**src/rtl/fetch_stage_pkg.sv**
```systemverilog
// Fetch stage shared types: FSM states, IF/ID and skid bundles.
// Also holds the default NOP word and PC increment.
package fetch_stage_pkg;

  typedef enum logic [1:0] {
    FETCH = 2'd0,
    HOLD  = 2'd1,
    DRAIN = 2'd2
  } state_e;

  localparam logic [31:0] NOP_DEFAULT = 32'h0000_0000;
  localparam logic [31:0] PC_INC      = 32'd4;

  typedef struct packed {
    logic [31:0] instr;
    logic [31:0] pc;
  } skid_t;

  typedef struct packed {
    logic        valid;
    logic [31:0] instr;
    logic [31:0] pc;
    logic [31:0] pc_plus4;
  } if_id_t;

  function automatic logic [31:0] align_pc(input logic [31:0] a);
    return {a[31:2], 2'b00};
  endfunction

endpackage

```
**src/rtl/fetch_stage_if.sv**
```systemverilog
// Instruction memory bus between fetch and imem.
// Single outstanding request; addr held until rvalid.
interface fetch_stage_if;
  logic        imem_req;
  logic [31:0] imem_addr;
  logic        imem_rvalid;
  logic [31:0] imem_rdata;

  modport master (
    output imem_req,
    output imem_addr,
    input  imem_rvalid,
    input  imem_rdata
  );

  modport slave (
    input  imem_req,
    input  imem_addr,
    output imem_rvalid,
    output imem_rdata
  );
endinterface

```
**src/rtl/fetch_skid_buffer.sv**
```systemverilog
// One-entry {instr, pc} skid register for downstream stalls.
// Clear wins over load.
module fetch_skid_buffer
  import fetch_stage_pkg::*;
(
  input  logic  clk,
  input  logic  reset,
  input  logic  load_i,
  input  logic  clear_i,
  input  skid_t entry_i,
  output logic  full_o,
  output skid_t entry_o
);

  logic  full_q;
  skid_t entry_q;

  always_ff @(posedge clk or posedge reset) begin
    if (reset) begin
      full_q  <= 1'b0;
      entry_q <= '0;
    end else if (clear_i) begin
      full_q  <= 1'b0;
    end else if (load_i) begin
      full_q  <= 1'b1;
      entry_q <= entry_i;
    end
  end

  assign full_o  = full_q;
  assign entry_o = entry_q;

endmodule

```
**src/rtl/fetch_stage.sv**
```systemverilog
// Instruction fetch: owns PC, drives imem and the IF/ID register.
// Handles stalls via skid buffer and redirects via DRAIN.
module fetch_stage
  import fetch_stage_pkg::*;
#(
  parameter logic [31:0] RESET_PC  = 32'h0000_0000,
  parameter logic [31:0] NOP_INSTR = NOP_DEFAULT
) (
  input  logic          clk,
  input  logic          reset,
  input  logic          stall,
  input  logic          redirect,
  input  logic [31:0]   redirect_pc,
  fetch_stage_if.master imem,
  output logic          if_valid,
  output logic [31:0]   if_instruction,
  output logic [31:0]   if_pc,
  output logic [31:0]   if_pc_plus4
);

  state_e      state_q, state_d;
  logic [31:0] pc_q, pc_d;
  logic [31:0] req_q, req_d;
  if_id_t      ifid_q, ifid_d;

  logic        skid_load;
  logic        skid_clear;
  logic        skid_full;
  skid_t       skid_in;
  skid_t       skid_out;

  logic [31:0] tgt;
  logic [31:0] drain_pc;
  logic        can_load;
  logic        consumed;

  assign tgt      = align_pc(redirect_pc);
  assign can_load = !ifid_q.valid || !stall;
  assign consumed = ifid_q.valid && !stall;
  assign drain_pc = redirect ? tgt : pc_q;

  assign skid_in.instr = imem.imem_rdata;
  assign skid_in.pc    = req_q;

  fetch_skid_buffer u_skid (
    .clk     (clk),
    .reset   (reset),
    .load_i  (skid_load),
    .clear_i (skid_clear),
    .entry_i (skid_in),
    .full_o  (skid_full),
    .entry_o (skid_out)
  );

  always_ff @(posedge clk or posedge reset) begin
    if (reset) begin
      state_q <= FETCH;
      pc_q    <= RESET_PC;
      req_q   <= RESET_PC;
      ifid_q  <= '{valid: 1'b0, instr: NOP_INSTR,
                   pc: 32'h0, pc_plus4: 32'h0};
    end else begin
      state_q <= state_d;
      pc_q    <= pc_d;
      req_q   <= req_d;
      ifid_q  <= ifid_d;
    end
  end

  always_comb begin
    state_d    = state_q;
    pc_d       = pc_q;
    req_d      = req_q;
    ifid_d     = ifid_q;
    skid_load  = 1'b0;
    skid_clear = 1'b0;
    unique case (state_q)
      FETCH: begin
        if (imem.imem_rvalid) begin
          if (redirect) begin
            pc_d         = tgt;
            req_d        = tgt;
            ifid_d.valid = 1'b0;
          end else if (can_load) begin
            ifid_d = '{valid: 1'b1,
                       instr: imem.imem_rdata,
                       pc: req_q,
                       pc_plus4: req_q + PC_INC};
            pc_d   = req_q + PC_INC;
            req_d  = req_q + PC_INC;
          end else begin
            skid_load = 1'b1;
            pc_d      = req_q + PC_INC;
            state_d   = HOLD;
          end
        end else if (redirect) begin
          // request already in flight; its response must be dropped
          pc_d         = tgt;
          ifid_d.valid = 1'b0;
          state_d      = DRAIN;
        end else if (consumed) begin
          ifid_d.valid = 1'b0;
        end
      end
      HOLD: begin
        if (redirect) begin
          skid_clear   = 1'b1;
          ifid_d.valid = 1'b0;
          pc_d         = tgt;
          req_d        = tgt;
          state_d      = FETCH;
        end else if (!stall && skid_full) begin
          skid_clear = 1'b1;
          ifid_d = '{valid: 1'b1,
                     instr: skid_out.instr,
                     pc: skid_out.pc,
                     pc_plus4: skid_out.pc + PC_INC};
          req_d   = pc_q;
          state_d = FETCH;
        end
      end
      DRAIN: begin
        ifid_d.valid = 1'b0;
        pc_d         = drain_pc;
        if (imem.imem_rvalid) begin
          req_d   = drain_pc;
          state_d = FETCH;
        end
      end
      default: state_d = FETCH;
    endcase
  end

  assign imem.imem_req  = !reset && (state_q != HOLD);
  assign imem.imem_addr = req_q;

  assign if_valid       = ifid_q.valid;
  assign if_instruction = ifid_q.valid ? ifid_q.instr : NOP_INSTR;
  assign if_pc          = ifid_q.pc;
  assign if_pc_plus4    = ifid_q.pc_plus4;

endmodule

```
**src/flat_wrapper.sv**
```systemverilog
// flat-port wrapper written by rule: the top's interface ports become plain ports
module fetch_stage_flat import fetch_stage_pkg::*;
#(
  parameter logic [31:0] RESET_PC  = 32'h0000_0000,
  parameter logic [31:0] NOP_INSTR = NOP_DEFAULT
)
  (clk, reset, stall, redirect, redirect_pc, if_valid, if_instruction, if_pc, if_pc_plus4, imem_imem_req, imem_imem_addr, imem_imem_rvalid, imem_imem_rdata);
  fetch_stage_if imem_i ();
  input  logic clk;
  input  logic reset;
  input  logic stall;
  input  logic redirect;
  input  logic [31:0] redirect_pc;
  output logic if_valid;
  output logic [31:0] if_instruction;
  output logic [31:0] if_pc;
  output logic [31:0] if_pc_plus4;
  output wire logic [$bits(imem_i.imem_req)-1:0] imem_imem_req;
  output wire logic [$bits(imem_i.imem_addr)-1:0] imem_imem_addr;
  input wire logic [$bits(imem_i.imem_rvalid)-1:0] imem_imem_rvalid;
  input wire logic [$bits(imem_i.imem_rdata)-1:0] imem_imem_rdata;
  assign imem_imem_req = imem_i.imem_req;
  assign imem_imem_addr = imem_i.imem_addr;
  assign imem_i.imem_rvalid = imem_imem_rvalid;
  assign imem_i.imem_rdata = imem_imem_rdata;
  fetch_stage #(.RESET_PC(RESET_PC), .NOP_INSTR(NOP_INSTR)) u_core (.clk(clk), .reset(reset), .stall(stall), .redirect(redirect), .redirect_pc(redirect_pc), .imem(imem_i), .if_valid(if_valid), .if_instruction(if_instruction), .if_pc(if_pc), .if_pc_plus4(if_pc_plus4));
endmodule
```
**config.mk**
```make
export PLATFORM = sky130hd
export DESIGN_NAME = fetch_stage_flat
export DESIGN_NICKNAME = d
export VERILOG_FILES = /design/src/rtl/fetch_stage_pkg.sv /design/src/rtl/fetch_stage_if.sv /design/src/rtl/fetch_skid_buffer.sv /design/src/rtl/fetch_stage.sv /design/src/flat_wrapper.sv
export SDC_FILE = /design/constraint.sdc
export NUM_CORES = 1
export LEC_CHECK = 0
export ABC_AREA = 1
export BUFFER_PORTS_ARGS = -buffer_cell sky130_fd_sc_hd__buf_2
export CAP_MARGIN = 20
export CORE_ASPECT_RATIO = 0.75
export CORE_MARGIN = 1
export CORE_UTILIZATION = 46
export CTS_CLUSTER_SIZE = 12
export DETAILED_ROUTE_END_ITERATION = 10
export HOLD_SLACK_MARGIN = 0.05
export PLACE_DENSITY = 0.7
export SLEW_MARGIN = 25
export SYNTH_ARGS = -nofsm -noshare
export SYNTH_HDL_FRONTEND = slang
export SYNTH_SLANG_ARGS = --single-unit
```
**constraint.sdc**
```tcl
create_clock -name clk -period 8.6 [get_ports clk]
set_input_delay 0.43 -clock clk [delete_from_list [all_inputs] [get_ports clk]]
set_output_delay 0.43 -clock clk [all_outputs]
set_load 0.1 [all_outputs]
```
# Word-level counts from Yosys, hierarchy flattened
# Index checks and enable logic that the tools add are counted.
[totals]
reg_bits = 228
word_cells = 88
out_inout_bits = 130
[op_classes]
mux = 41
n_eq_ne = 16
n_reduce_logical = 18
n_addsub = 2
bitwise = 1
[ops]
columns = ["cell", "count"]
rows = [
  ["32-bit two-way mux", 10],
  ["96-bit two-way mux", 3],
  ["97-bit two-way mux", 2],
  ["96-bit case mux with 2 select lines", 1],
  ["32-bit case mux with 3 select lines", 1],
  ["32-bit by 3-bit adder with 32-bit output, second input constant", 2],
  ["32-bit case mux with 2 select lines", 1],
  ["1-bit two-way mux", 14],
  ["2-bit two-way mux", 7],
  ["5-bit AND reduction", 2],
  ["3-bit inequality test, second input constant", 3],
  ["2-bit inequality test, second input constant", 4],
  ["4-bit by 3-bit inequality test with 1-bit output, second input constant", 2],
  ["2-bit by 1-bit inequality test with 1-bit output, second input constant", 3],
  ["3-bit by 2-bit inequality test with 1-bit output, second input constant", 2],
  ["2-bit case mux with 3 select lines", 1],
  ["6-bit AND reduction", 1],
  ["2-bit nonzero test", 3],
  ["4-bit AND reduction", 1],
  ["1-bit logical AND", 3],
  ["1-bit zero test", 3],
  ["1-bit case mux with 3 select lines", 1],
  ["3-bit nonzero test", 1],
  ["2-bit by 1-bit == test with 1-bit output, second input constant", 1],
  ["6 further kinds", 6],
]

# Longest topological paths before layout
# Gate-level depths: netlist (run 1).
[depth]
depth_word = 8
depth_mapped = 12
depth_no_buf = 12

# Cells and area by module
# A second synthesis (run 1) with hierarchy kept.
[unflattened]
hier_cells = 1907
area_unflattened_um2 = 13285.2
[modules_own_cells]
columns = ["module", "area_per_inst_um2", "n_inst", "cells_per_inst"]
rows = [
  ["fetch_stage", 10672.7, 1, 1624],
  ["fetch_skid_buffer", 2612.5, 1, 283],
]

# Least setup slack after synthesis (run 1)
# No wires, ideal clock.
[synth_path]
path_kind = "register -> output"
start = "register u_core.state_q[1]"
end = "output imem_imem_req"
arrival_time_ps = 2359
stages_incl_launch_ff = 6
path_buffers = 2
required_time_ps = 8170
setup_slack_ps = 5811
path_cell_list = "dfrtp_1 inv_1 ha_1 clkbuf_1 clkbuf_1 nor2_1"
[synth_between]
elab_chain_cells = 2
[synth_lines]
columns = ["element", "line", "rtl"]
rows = [
  ["start, declared", "fetch_stage.sv:21", "state_e state_q, state_d;"],
  ["start signal, assigned", "fetch_stage.sv:63", "state_q <= state_d;"],
  ["2-bit by 1-bit inequality test with 1-bit output", "fetch_stage.sv:134", "assign imem.imem_req = !reset && (state_q != HOLD);"],
  ["1-bit logical AND", "fetch_stage.sv:134", ""],
  ["end, declared", "flat_wrapper.sv:18", "output wire logic [$bits(imem_i.imem_req)-1:0] imem_imem_req;"],
]
# No other way between the ends.

# Worst setup path in the final report (run 1)
[layout_path]
start = "register u_core.state_q[1]"
end = "register u_core.ifid_q (netlist bit u_core.if_pc_plus4[21])"
[layout_between]
elab_chain_cells = 3
word_cells_on_any_way = 10
cone_classes = "6 x eq/ne; 1 x mux; 3 x reduce/logical"
[layout_lines]
columns = ["element", "line", "rtl"]
rows = [
  ["2-bit by 1-bit == test with 1-bit output / 2-bit zero test (equally long branches)", "fetch_stage.sv:77", "unique case (state_q)"],
  ["2-bit by 1-bit inequality test with 1-bit output (no source line), or another cell as far along", "-", ""],
  ["6-bit AND reduction (no source line)", "-", ""],
  ["end signal, assigned", "fetch_stage.sv:60", "ifid_q <= '{valid: 1'b0, instr: NOP_INSTR,"],
  ["end signal, assigned", "fetch_stage.sv:66", "ifid_q <= ifid_d;"],
  ["end, declared", "fetch_stage.sv:24", "if_id_t ifid_q, ifid_d;"],
]
# Several ways; a longest one is shown, not always the timed one.
# A chain may end at the register's enable or synchronous reset.

==> results of run 1 <==
-- worst min path at each step --
stage,cells past startpoint,slack (ns),from,endpoint
5_1_grt,2,0.10,reset,u_core.if_pc[3]$_DFFE_PP0P_
6_report,2,0.05,reset,u_core.if_pc[3]$_DFFE_PP0P_
2_1_floorplan,2,0.44,u_core.pc_q[15]$_DFFE_PP0P_,u_core.pc_q[15]$_DFFE_PP0P_
3_3_place_gp,2,0.46,u_core.pc_q[15]$_DFFE_PP0P_,u_core.pc_q[15]$_DFFE_PP0P_
4_1_cts,2,0.09,reset,u_core.if_pc[3]$_DFFE_PP0P_
3_5_place_dp,2,0.46,u_core.if_pc_plus4[4]$_DFFE_PP0P_,u_core.if_pc_plus4[4]$_DFFE_PP0P_
-- layout by cell type, fill, tap and decap left out, drive strengths merged, types with 2 or more instances in the layout --
cell type,n
ha,7
inv,132
o21a,2
xnor2,5
nand3b,7
a22oi,2
a21oi,29
nand4,6
buf,210
clkinv,4
a31oi,83
nand2,670
dfrtp,226
clkbuf,37
nor2,173
a21boi,2
bufinv,2
nor3,5
xor2,18
o21ai,102
o211ai,8
nand3,107
mux2,40
-- cells by family after synthesis --
kind of cell	count (synthesis)
AO/OA/AOI/OAI	231
XOR/XNOR	23
adder cells (fa/ha/maj)	7
buffers and inverters	285
flip-flops	226
multiplexers	40
AND/OR/NAND/NOR	971
-- cell usage after synthesis (5+ instances only) --
library cell                 n
sky130_fd_sc_hd__nor3_1      5
sky130_fd_sc_hd__nand4_1     6
sky130_fd_sc_hd__mux2_1      9
sky130_fd_sc_hd__a21oi_1    29
sky130_fd_sc_hd__nand2_1   669
sky130_fd_sc_hd__buf_2      27
sky130_fd_sc_hd__nand3_1   106
sky130_fd_sc_hd__buf_4      65
sky130_fd_sc_hd__o211ai_1    8
sky130_fd_sc_hd__a31oi_1    82
sky130_fd_sc_hd__clkbuf_1   55
sky130_fd_sc_hd__o21ai_0    93
sky130_fd_sc_hd__xor2_1     18
sky130_fd_sc_hd__nor2_1    167
sky130_fd_sc_hd__inv_1     127
sky130_fd_sc_hd__o21ai_1     9
sky130_fd_sc_hd__nand3b_1    7
sky130_fd_sc_hd__dfrtp_1   226
sky130_fd_sc_hd__xnor2_1     5
sky130_fd_sc_hd__mux2_2     31
sky130_fd_sc_hd__buf_1       6
sky130_fd_sc_hd__ha_1        7
-- critical path, stage by stage (launching register included) --
cell and delay [ns]:
sky130_fd_sc_hd__dfrtp_1 0.42, sky130_fd_sc_hd__inv_1 0.14, sky130_fd_sc_hd__ha_4 0.43, sky130_fd_sc_hd__inv_2 0.28, sky130_fd_sc_hd__o21ai_1 0.19, sky130_fd_sc_hd__nand4_1 0.13, sky130_fd_sc_hd__buf_4 0.30, sky130_fd_sc_hd__inv_4 0.72
sky130_fd_sc_hd__buf_4 0.64, sky130_fd_sc_hd__nand3_1 0.23, sky130_fd_sc_hd__nand2_1 0.09
-- registers in the layout, indices dropped and copies added (netlist names) --
signal and cells:
u_core.if_pc 32, u_core.if_pc_plus4 30, u_core.if_valid 1, u_core.ifid_q 32, u_core.imem.imem_addr 32, u_core.pc_q 32
u_core.state_q 2, u_core.u_skid.entry_o 64, u_core.u_skid.full_o 1
-- through the flow --
step                      instance area, um^2  hold WS (ns)  setup slack (ns)  cells  util, %
after floorplan                         12900         0.444              1.98   1783        -
after global placement                  13600         0.456              4.95   2191     50.0
after detailed placement                13600         0.463              4.88   2191     50.0
after CTS                               14500        0.0916              4.86   2234     53.1
after global routing                    14500         0.101              4.49   2234     53.1
final                                   14500        0.0497              4.83   2234     53.1
-- layer usage --
| layer | global-route usage (%) | up-vias |
|---|---|---|
| li1 | - | 5814 |
| met2 | 36.1 | 533 |
| met5 | 0 | - |
| met3 | 3.70 | 57 |
| met4 | 6.73 | 0 |
| met1 | 41.7 | 5579 |
-- area by class of cell --
cell class / instances / area share, %
Clock buffer: 37 / 5.25
Sequential cell: 226 / 39.1
Multi-Input combinational cell: 1272 / 41.1
Timing Repair Buffer: 210 / 7.50
Inverter: 132 / 3.49
Clock inverter: 6 / 0.579
Tap cell: 351 / 3.03
==> impl_summary.log, run 1 <==
[metrics] die outline height: 147 um
[metrics] GRT Resource Usage Total: 26.0%
[metrics] Die Outline Area: 28800 um^2
[metrics] complex-gate fraction of the synthesized area: 10.1%
[metrics] post-CTS sizing: 0
[metrics] Post-layout nets: 1943
[metrics] number of global-route vias before repair: 10800
[metrics] overall die width: 196 um
[metrics] type of the worst setup path: flop to flop
[metrics] pins over their slew limit: 0
[metrics] count of warnings emitted by yosys: 0
[metrics] largest clock skew in the final design: 0.0101 ns
[metrics] Port Buffers: 196
[metrics] routed wire length on met2: 15300 um
[metrics] pin count of the biggest net entering global routing: 107
[metrics] dominant combinational cell family by area after synthesis: simple AND/OR/NAND/NOR gates
[metrics] type of element capturing the critical path: flop
[metrics] clock sink count: 226
[metrics] clk_lat worst skew: 0.53 ns
[metrics] cts-stage hold buffer count: 0
[metrics] Clock Path Buffers: 3
[metrics] parity-gate share of the synthesized area counting xor and xnor cells: 1.56%
[metrics] post-synthesis cell type count: 38
[metrics] Synth Area in Adders: 0.678%
[metrics] most area-hungry cell type in the Yosys netlist: sky130_fd_sc_hd__dfrtp_1
[metrics] clock buffer count from CTS: 25
[metrics] Post-Route WL: 37400 um
[metrics] final hold vios: 0
[metrics] CTS tree: done
[metrics] part of the Yosys area used for sequential elements: 43.8%
[metrics] arrival time of the worst setup path: 4.24 ns
[metrics] Wirelength per Cell: 16.8 um
[metrics] number of cells traversed by the worst register-to-register path: 10
[metrics] multi-input combinational cell area: 5950 um^2
[metrics] Core ar.: 27300 um^2
[metrics] Mapped Avg Cell Area: 7.25 um^2
[metrics] async set-or-reset flop fraction in the synthesized netlist: 100%
[metrics] top cell type's share of synthesized area: 43.8%
[metrics] synthesized-area fraction occupied by and/or/nand/nor cells: 29.9%
[metrics] number of flops mapped to enable cells by yosys: 0
[metrics] first-pass iteration count of the detailed router: 6
[metrics] sequential cell area: 5660 um^2
[metrics] RSZ-0062 raised after global routing: false
[metrics] top routing layer in use: met4
[metrics] count of endpoints failing setup in the final report: 0
[metrics] mux share of post-synthesis cell area: 3.49%
[metrics] critical path peak fanout: 99
[metrics] top achievable clock speed: 0.265 GHz
[metrics] type of the most critical hold path: input port to async pin
[metrics] kind of start point of the critical path: flop
[metrics] top post-synthesis cells by area: sky130_fd_sc_hd__dfrtp_1 44%, sky130_fd_sc_hd__nand2_1 19%, sky130_fd_sc_hd__nor2_1 4.9%
[metrics] placer congestion estimate: 0.964
[metrics] ys flop type: sky130_fd_sc_hd__dfrtp_1
[metrics] initial core utilization: 47.4%
[metrics] r2r startpoint: u_core.state_q[1]$_DFFE_PP0P_
[metrics] number of register bits inferred by synthesis: 226
[metrics] CTS Root Cell: sky130_fd_sc_hd__clkbuf_16
[metrics] # DRC: 0
[metrics] count of max-cap constraint violations: 0
[metrics] crit path to: u_core.if_pc_plus4[21]$_DFFE_PP0P_
[metrics] CTS H-tree lvls: 1
[metrics] number of antenna cells inserted: 0
[metrics] fill count: 2656
[metrics] measured slew at the worst slew-check pin: 1.02 ns
[metrics] num rows: 52
[metrics] clock transition at the registers of the reported paths: 0.06 ns
[metrics] end of the worst register-to-register path: u_core.if_pc_plus4[21]$_DFFE_PP0P_
[metrics] synthesized instance count: 1783
[metrics] starting DRC count in detailed routing: 1285
[metrics] Sum Neg Setup Slack: 0 ns
[metrics] count of antenna-violating nets left after detailed routing: 0
[metrics] wire length on met3: 3150 um
[metrics] post-route minimum period: 3.77 ns
[metrics] number of setup buffers added after CTS: 0
[metrics] wire length on met1: 18200 um
[metrics] global-route wire length before repair: 59400 um
[metrics] FF-to-FF setup slack: 4.83 ns
[metrics] via density per instance: 5.36
[metrics] half-perimeter wire length after detailed placement: 25700 um
[metrics] Post-Synthesis Cell Area: 12900 um^2
[metrics] part of the cycle the worst path needs: 43.9%
[metrics] total nets after synthesis: 1859
[metrics] Ports: 199
[metrics] number of antenna violations at the first check in global routing: 0
[metrics] Layout area overhead: 12.1%
[metrics] source of the critical timing path: u_core.state_q[1]$_DFFE_PP0P_
[metrics] critical path data required time: 9.06 ns
[metrics] run status: finished clean
[metrics] share of post-route cells with drive strength above 1: 15.9%
[metrics] remaining max-slew budget at the tightest pin: 31.5%
[metrics] aggregate global routing overflow: 0
[metrics] total vias in the final route: 12000
Power of run 1 is not shown: default switching activity piles up to over one toggle a cycle in this logic, so the estimate is an artifact.
==> run 2, diff against run 1 <==
--- a/config.mk
+++ b/config.mk
@@ -14,7 +14,7 @@
 export CTS_CLUSTER_SIZE = 12
 export DETAILED_ROUTE_END_ITERATION = 10
 export HOLD_SLACK_MARGIN = 0.05
-export PLACE_DENSITY = 0.7
+export PLACE_DENSITY = 0.72
 export SLEW_MARGIN = 25
 export SYNTH_ARGS = -nofsm -noshare
 export SYNTH_HDL_FRONTEND = slang
==> constraint.sdc (replaced) <==
create_clock -name clk -period 3.2 [get_ports clk]
set_input_delay 0.16 -clock clk [delete_from_list [all_inputs] [get_ports clk]]
set_output_delay 0.16 -clock clk [all_outputs]
set_load 0.1 [all_outputs]
==> impl_summary.log, run 2 (same netlist as run 1, synthesis figures left out) <==
[metrics] pins over their slew limit: 0 (unchanged)
[metrics] clk_lat worst skew: 0.53 ns (about the same)
[metrics] Clock Path Buffers: 3 (unchanged)
[metrics] critical path data required time: 3.61 ns (was 9.06 ns)
[metrics] number of antenna cells inserted: 0 (unchanged)
[metrics] post-route minimum period: 2.44 ns (was 3.77 ns)
[metrics] final standard cell area without fillers: 14900 um^2 (was 14500 um^2)
[metrics] clock sink count: 226 (unchanged)
[metrics] num rows: 52 (unchanged)
[metrics] run status: finished clean (unchanged)
[metrics] largest clock skew in the final design: 0.00766 ns (was 0.0101 ns)
[metrics] Wirelength per Cell: 16.7 um (was 16.8 um)
[metrics] critical path, cell by cell: inv_1, ha_1, nand3_1, nor2_1, nand2_4, buf_4, nand2_1, o21ai_0 (was inv_1, ha_4, inv_2, o21ai_1, nand4_1, buf_4, inv_4, buf_4, nand3_1, nand2_1)
[metrics] Port Buffers: 196 (unchanged)
[metrics] top achievable clock speed: 0.411 GHz (was 0.265 GHz)
[metrics] post-place instance area: 13700 um^2 (was 13600 um^2)
[metrics] Ports: 199 (unchanged)
[metrics] Post-layout nets: 1993 (was 1943)
[metrics] final hold vios: 0 (unchanged)
[metrics] CTS tree: done (unchanged)
[metrics] count of antenna-violating nets left after detailed routing: 0 (unchanged)
[metrics] commonest cells after routing, fill and taps aside: 668 x sky130_fd_sc_hd__nand2_1, 226 x sky130_fd_sc_hd__dfrtp_1, 196 x sky130_fd_sc_hd__buf_2 (unchanged)
[metrics] M3 GR Usage: 4.64% (was 3.70%)
[metrics] total vias in the final route: 12100 (was 12000)
[metrics] RSZ-0062 raised after global routing: false (unchanged)
[metrics] remaining max-slew budget at the tightest pin: 40.5% (was 31.5%)
[metrics] type of element capturing the critical path: flop (unchanged)
[metrics] part of the cycle the worst path needs: 76.1% (was 43.9%)
[metrics] initial core utilization: 47.4% (unchanged)
[metrics] kind of start point of the critical path: flop (unchanged)
[metrics] type of the worst setup path: flop to flop (unchanged)
[metrics] Die Outline Area: 28800 um^2 (unchanged)
[metrics] GR Util met1: 41.3% (was 41.7%)
[metrics] starting DRC count in detailed routing: 1207 (was 1285)
[metrics] number of global-route vias before repair: 11100 (was 10800)
[metrics] Core ar.: 27300 um^2 (unchanged)
[metrics] number of antenna violations at the first check in global routing: 0 (unchanged)
[metrics] sequential cell area: 5660 um^2 (unchanged)
[metrics] via density per instance: 5.31 (was 5.36)
[metrics] half-perimeter wire length after detailed placement: 26500 um (was 25700 um)
[metrics] arrival time of the worst setup path: 2.84 ns (was 4.24 ns)
[metrics] measured slew at the worst slew-check pin: 0.893 ns (was 1.02 ns)
[metrics] multi-input combinational cell area: 5940 um^2 (was 5950 um^2)
[metrics] count of max-cap constraint violations: 0 (unchanged)
[metrics] aggregate global routing overflow: 0 (unchanged)
[metrics] fill count: 2562 (was 2656)
[metrics] placer congestion estimate: 0.973 (was 0.964)
[metrics] share of post-route cells with drive strength above 1: 15.8% (was 15.9%)
[metrics] Post-Route WL: 38000 um (was 37400 um)
[metrics] critical path's largest stage delay: 0.51 ns (was 0.72 ns)
[metrics] flip-flop count of the largest register after layout: 64 (unchanged)
[metrics] pin count of the biggest net entering global routing: 100 (was 107)
[metrics] commonest non-fill, non-tap cell in the layout: sky130_fd_sc_hd__nand2_1 (unchanged)
[metrics] CTS Root Cell: sky130_fd_sc_hd__clkbuf_16 (unchanged)
[metrics] Layout area overhead: 15.6% (was 12.1%)
[metrics] count of endpoints failing setup in the final report: 0 (unchanged)
[metrics] GRT Resource Usage Total: 26.5% (was 26.0%)
[metrics] CTS H-tree lvls: 1 (unchanged)
[metrics] # DRC: 0 (unchanged)
[metrics] number of buffers and inverters on the critical path: 2 (was 5)
[metrics] busiest layer in global routing: met1 (unchanged)
[metrics] type of the most critical hold path: input port to flop (was input port to async pin)
[metrics] global-route wire length before repair: 60900 um (was 59400 um)
[metrics] first-pass iteration count of the detailed router: 5 (was 6)
[metrics] overall die width: 196 um (unchanged)
[metrics] critical path peak fanout: 69 (was 99)
[metrics] Largest delay share family, worst path: simple AND/OR/NAND/NOR gates (was buffers and inverters)
[metrics] die outline height: 147 um (unchanged)
[metrics] post-CTS sizing: 0 (unchanged)
[metrics] cell with the largest stage delay on the worst path: sky130_fd_sc_hd__nand2_4 (was sky130_fd_sc_hd__inv_4)
[metrics] clock buffer count from CTS: 25 (unchanged)
[metrics] Sum Neg Setup Slack: 0 ns (unchanged)
[metrics] clock transition at the registers of the reported paths: 0.06 ns (about the same)
[metrics] met2 capacity usage during global routing: 37.5% (was 36.1%)
==> run 2: through the flow <==
stage	setup WS (ns)	std cells	util, %	hold slack [ns]
6_report	0.764	2282	54.8	0.0518
5_1_grt	0.641	2282	54.8	0.0895
4_1_cts	0.816	2282	54.8	0.0511
3_5_place_dp	0.826	2201	50.4	0.343
3_3_place_gp	0.905	2201	50.4	0.337
2_1_floorplan	0.0880	1783	-	0.292
==> run 2: repair_timing <==
| action | in CTS | in global routing |
|---|---|---|
| hold buffers | 40 | 0 |
| buffers inserted | 0 | 0 |
| endpoints found under the hold margin | 104 | 0 |
==> run 2: cell type report <==
type                            count  area share (%)
Sequential cell                   226            37.9
Timing Repair Buffer              260            10.8
Inverter                          132            3.36
Clock buffer                       32            4.57
Tap cell                          351            2.94
Clock inverter                      9           0.679
Multi-Input combinational cell   1272            39.8
==> run 2: final timing paths <==
check	cells past startpoint	start	slack, ns	to
worst max-delay path	8	u_core.state_q[0]$_DFFE_PP0P_	0.76	u_core.u_skid.entry_o[3]$_DFFE_PP0P_
worst min-delay path	7	redirect_pc[3]	0.05	u_core.pc_q[3]$_DFFE_PP0P_
worst max register to register	8	u_core.state_q[0]$_DFFE_PP0P_	0.76	u_core.u_skid.entry_o[3]$_DFFE_PP0P_
worst min register to register	2	u_core.if_pc_plus4[16]$_DFFE_PP0P_	0.48	u_core.if_pc_plus4[16]$_DFFE_PP0P_
max in group asynchronous	4	reset	1.92	u_core.state_q[1]$_DFFE_PP0P_
min in group asynchronous	3	reset	0.34	u_core.if_pc[7]$_DFFE_PP0P_
==> run 2: per-layer routing <==
layer,part of all wire [%],up-vias
met2,41,522
met3,9.4,68
met5,0,-
met1,47,5600
met4,2.5,0
li1,-,5917
==> run 2: worst register-to-register path: cells and delay by family (launching register included) <==
family          cells  cell delay (ns)
compound gates      1             0.07
fa+ha+maj           1             0.24
buf+inv             2             0.61
flops               1             0.45
simple gates        4             0.96
Power of run 2 is left out for the same reason.
